[src/rtl/bin2bcd_seq.sv]
// rtl/bin2bcd_seq.sv - sequential double-dabble binary to packed BCD converter, saturating
// Optional leading-zero blanking (digits forced to 4'hF) when BCD_BLANK_EN is defined.
module bin2bcd_seq #(
  parameter int IN_W   = 16,
  parameter int DIGITS = 4
) (
  input  logic                  fpga_clk1,
  input  logic                  reset,
  input  logic [IN_W-1:0]       value_in,
  input  logic                  value_valid,
  output logic [4*DIGITS-1:0]   bcd_out,
  output logic                  bcd_valid,
  output logic                  busy,
  output logic                  overflow
);

  localparam int SD = (IN_W + 2) / 3;
  localparam int SW = IN_W + 4 * SD;
  localparam int CW = $clog2(IN_W + 1);

  typedef enum logic [1:0] {IDLE, CONV, DONE} state_t;

  state_t              state, state_next;
  logic [SW-1:0]       scratch;
  logic [CW-1:0]       bit_cnt;
  logic [IN_W-1:0]     pend_val;
  logic                pend;
  logic [4*DIGITS-1:0] bcd_next;
  logic                ovf_next;

  // One correction-plus-shift step; a digit <= 9 plus 3 never leaves its nibble.
  function automatic logic [SW-1:0] dabble(input logic [SW-1:0] s);
    logic [SW-1:0] t;
    t = s;
    for (int d = 0; d < SD; d++) begin
      if (t[IN_W+4*d +: 4] >= 4'd5)
        t[IN_W+4*d +: 4] = t[IN_W+4*d +: 4] + 4'd3;
    end
    return {t[SW-2:0], 1'b0};
  endfunction

  always_ff @(posedge fpga_clk1) begin
    if (reset) state <= IDLE;
    else       state <= state_next;
  end

  always_comb begin
    state_next = state;
    case (state)
      IDLE: if (value_valid || pend) state_next = CONV;
      CONV: if (bit_cnt == CW'(IN_W - 1)) state_next = DONE;
      DONE: state_next = IDLE;
      default: state_next = IDLE;
    endcase
  end

  always_comb begin
`ifdef BCD_BLANK_EN
    logic lead;
    lead = 1'b1;
`endif
    busy     = (state != IDLE);
    ovf_next = |scratch[SW-1:IN_W+4*DIGITS];
    bcd_next = scratch[IN_W +: 4*DIGITS];
    if (ovf_next) begin
      bcd_next = {DIGITS{4'h9}};
    end
`ifdef BCD_BLANK_EN
    else begin
      for (int d = DIGITS - 1; d >= 1; d--) begin
        if (lead && bcd_next[4*d +: 4] == 4'h0) bcd_next[4*d +: 4] = 4'hF;
        else                                    lead = 1'b0;
      end
    end
`endif
  end

  always_ff @(posedge fpga_clk1) begin
    if (reset) begin
      scratch   <= '0;
      bit_cnt   <= '0;
      pend_val  <= '0;
      pend      <= 1'b0;
      bcd_out   <= '0;
      bcd_valid <= 1'b0;
      overflow  <= 1'b0;
    end else begin
      bcd_valid <= (state == DONE);
      if (state == DONE) begin
        bcd_out  <= bcd_next;
        overflow <= ovf_next;
      end
      // Strobes arriving while busy (DONE included) park here; the latest one wins.
      if (state == IDLE) begin
        pend <= 1'b0;
      end else if (value_valid) begin
        pend     <= 1'b1;
        pend_val <= value_in;
      end
      case (state)
        IDLE: if (value_valid || pend) begin
          scratch <= {{(4*SD){1'b0}}, (value_valid ? value_in : pend_val)};
          bit_cnt <= '0;
        end
        CONV: begin
          scratch <= dabble(scratch);
          bit_cnt <= bit_cnt + CW'(1);
        end
        default: ;
      endcase
    end
  end

endmodule

[config.mk]
export PLATFORM = sky130hd
export DESIGN_NAME = bin2bcd_seq
export DESIGN_NICKNAME = d
export VERILOG_FILES = /design/src/rtl/bin2bcd_seq.sv
export SDC_FILE = /design/constraint.sdc
export NUM_CORES = 1
export LEC_CHECK = 0
export CORE_MARGIN = 2
export CORE_UTILIZATION = 50
export CTS_BUF_LIST = sky130_fd_sc_hd__clkbuf_8
export CTS_CLUSTER_DIAMETER = 150
export DETAILED_ROUTE_END_ITERATION = 8
export GPL_TIMING_DRIVEN = 1
export PLACE_DENSITY = 0.75
export SYNTH_ARGS = -nofsm -noshare
export SYNTH_HDL_FRONTEND = slang
export SYNTH_SLANG_ARGS = --single-unit
[constraint.sdc]
create_clock -name fpga_clk1 -period 2.65 [get_ports fpga_clk1]
set_input_delay 0.53 -clock fpga_clk1 [delete_from_list [all_inputs] [get_ports fpga_clk1]]
set_output_delay 0.53 -clock fpga_clk1 [all_outputs]
set_load 0.02 [all_outputs]
==> impl_metrics.json <==
{
  "status": "finished clean",
  "leakagePower_nw": 1.61,
  "synth_flop_cell": "dfxtp_1",
  "dp_slack_ns": 0.420,
  "dp_cells": 543,
  "grt_max_degree": 33,
  "drt_iter0_drc": 208,
  "cts_setup_buffers": 0,
  "synth.cell_area_sq_mm": 0.00369,
  "hold_end": "bcd_out[10]",
  "num_rows": 31,
  "nFillCells": 646,
  "ctsHoldBuffers": 0,
  "grt_pass1_vias": 2980,
  "yosysSeqAreaShare_pct": 44.5,
  "core_sq_mm": 0.00721,
  "p_sw_share_pct": 23.4,
  "synth_top_area_cell": "dfxtp_1",
  "worst_slack_ns": 0.377,
  "synth-edff-count": 0,
  "tightest_slew_ns": 0.712,
  "nets": 490,
  "post_cts_resized": 0,
  "synthMuxAreaShare_pct": 1.93,
  "grt-ovfl-total": 0,
  "clk_pin_slew_ns": 0.08,
  "cp_slowest_stage_delay_ns": 0.55,
  "finalClockSkew_ns": 0.00785,
  "relSlewSlack_pct": 52.5,
  "crit_required_ns": 2.12,
  "hold_path.startpoint": "bcd_out[10]",
  "synth_top_family_by_area": "compound AO/OA/AOI/OAI gates",
  "post_drt_via_cell_ratio": 5.65,
  "synthDistinctLibCells": 33,
  "die_w_um": 89.9,
  "p_comb_share_pct": 7.9,
  "clk_latency_ns": 0.35,
  "min_path_cells": 2,
  "clkPwrFrac_pct": 40.2,
  "critPathLaunchType": "flip-flop",
  "ant_nets": 0,
  "antenna_found_initial": 0,
  "cts_root_buffer": "clkbuf_8",
  "io_buffers": 37,
  "crit_type": "flip-flop to output pin",
  "synth_most_common_cell": "dfxtp_1",
  "ios": 38,
  "cts_buffers": 9,
  "p_int_mw": 1.89,
  "peakVddDrop_v": 0.000465,
  "rr_endpoint": "scratch[32]",
  "r2r_slack_ns": 0.95,
  "finalHoldViolCount": 0,
  "cts_tree": "yes",
  "hold_ws_ns": 0.450,
  "hpwl_um": 5470,
  "end_kind": "output pin",
  "clockBufferDepth": 2,
  "gp_congestion": 0.791,
  "post-route-period-util_pct": 85.8,
  "grt_pass1_wl_um": 13800,
  "synth-adder-area-share_pct": 5.42,
  "multi_input_area_sq_mm": 0.00186,
  "clock_sinks": 82,
  "cp.arrival_ns": 1.74,
  "postSynthCellCount": 420,
  "postSynthAreaPerCell_sq_um": 8.79,
  "fmax_mhz": 440,
  "vias": 3159,
  "finalMaxSlewViolations": 0,
  "htreeDepth": 3,
  "power.switching_mw": 0.578,
  "crit_chain": "buf_4, nor2_1, inv_1, clkdlybuf4s50_1",
  "reg2reg_depth": 5,
  "synth_top_cells_by_area": "dfxtp_1 44%, ha_1 5.4%, a21oi_1 5.3%",
  "synth_top_area_share_pct": 44.5,
  "min_path_type": "flip-flop to flip-flop",
  "ys_ff_latch": 82,
  "finalSetupViolations": 0,
  "synth_warnings": 0,
  "drive_gt1_share_pct": 7.61,
  "crit_fanout": 13,
  "synth_xor_area_share_pct": 2.61,
  "route.detailed.drc": 0,
  "area_growth_syn_to_layout_pct": 18.6,
  "register_area_sq_mm": 0.00164,
  "rsz0062_at_grt": "no",
  "ys_async_sr_fraction_pct": 0,
  "r2r_start": "state[1]",
  "p_seq_share_pct": 51.8,
  "synthSimpleGateAreaFrac_pct": 16.6,
  "dieArea_sq_mm": 0.00809,
  "p_per_area_mw_per_mm2": 565,
  "synth_compound_area_share_pct": 23.8,
  "synth_common_cells": "82 x dfxtp_1, 44 x nand2_1, 40 x nor2_1",
  "grt_usage_pct": 20.6,
  "cpMaxStageDelayCell": "clkdlybuf4s50_1",
  "synth_fp_nets": 455,
  "fin_crit_ns": 2.27,
  "drtPass1Iterations": 5,
  "drv.max_cap_violation_count": 0,
  "wl_per_cell_um": 14.6,
  "die_height_um": 89.9,
  "tns_ns": 0,
  "fin_cells": 559,
  "antenna_cells": 0,
  "start_util_pct": 51.2,
  "postRouteWirelength_um": 8160
}
## cells in the final DEF (no fill, tap or decap), types with 5 or more instances in the layout
master           instances
dfxtp_1                 82
a22oi_1                 19
ha_1                    16
o21a_1                  15
clkdlybuf4s50_1         36
nand2b_1                 7
buf_4                   15
nand2_1                 44
inv_1                   16
clkbuf_8                10
a21oi_1                 39
nor2_1                  40
a222oi_1                15
xor2_1                   5
o21ai_0                 12
nor3_1                  16
mux2i_1                  6
xnor2_1                  6
a22o_1                  17
nand3_1                 16
## registers in the layout, summed over array words and instances (netlist names)
name	cells
scratch	40
bcd_out	16
pend_val	16
bit_cnt	5
state	2
bcd_valid	1
overflow	1
pend	1
## cell type report
type	instances	share of cell area, %
multi-input combinational	295	42.5
sequential	82	37.5
timing repair buffer	52	10.9
clock buffer	10	3.14
tap	99	2.83
clock inverter	6	1.86
inverter	15	1.29
## worst max-delay path by stage
stage	startpoint	endpoint	slack [ns]	cells past startpoint
after global routing	state[1]	busy	0.28	4
after floorplan	value_valid	scratch[6]	1.13	5
after global placement	value_valid	scratch[6]	0.54	6
after detailed placement	value_valid	scratch[6]	0.42	6
final	state[1]	busy	0.38	4
after CTS	state[1]	busy	0.37	4
## kinds of logic (layout without fill, tap and decap cells)
kind of cell	after synthesis	in the layout
AO/OA/AOI/OAI	126	126
XOR/XNOR	11	11
adder cells (fa/ha/maj)	16	16
buffers and inverters	43	83
flip-flops	82	82
multiplexers	7	7
AND/OR/NAND/NOR	135	135
## routing by layer
layer  share of wire [%]  GRT usage (%)
met5                   0              0
met4                 1.5           6.54
met3                 4.5           5.70
met2                  48           34.0
met1                  46           26.3
## power groups by stage
stage | Sequential (mW) | Combinational (mW) | Clock, mW
final | 1.28 | 0.196 | 0.995
after global routing | 1.29 | 0.216 | 1.06
after CTS | 1.28 | 0.196 | 1.01
after detailed placement | 1.31 | 0.195 | 0
after global placement | 1.31 | 0.190 | 0
after floorplan | 1.31 | 0.123 | 0
## per-stage QoR
step | total power [mW] | util (%) | area [sq um]
6_report | 2.47 | 60.7 | 4380
3_5_place_dp | 1.51 | 57.6 | 4160
2_1_floorplan | 1.43 | - | 3690
3_3_place_gp | 1.50 | 57.6 | 4160
5_1_grt | 2.56 | 60.7 | 4380
4_1_cts | 2.49 | 60.7 | 4380
## worst max-delay path: cells and delay by family (launching register included)
kind / cells / cell delay, ns
buffers and inverters: 3 / 0.81
flip-flops: 1 / 0.31
AND/OR/NAND/NOR: 1 / 0.27
Power figures use the tool's default switching activity.
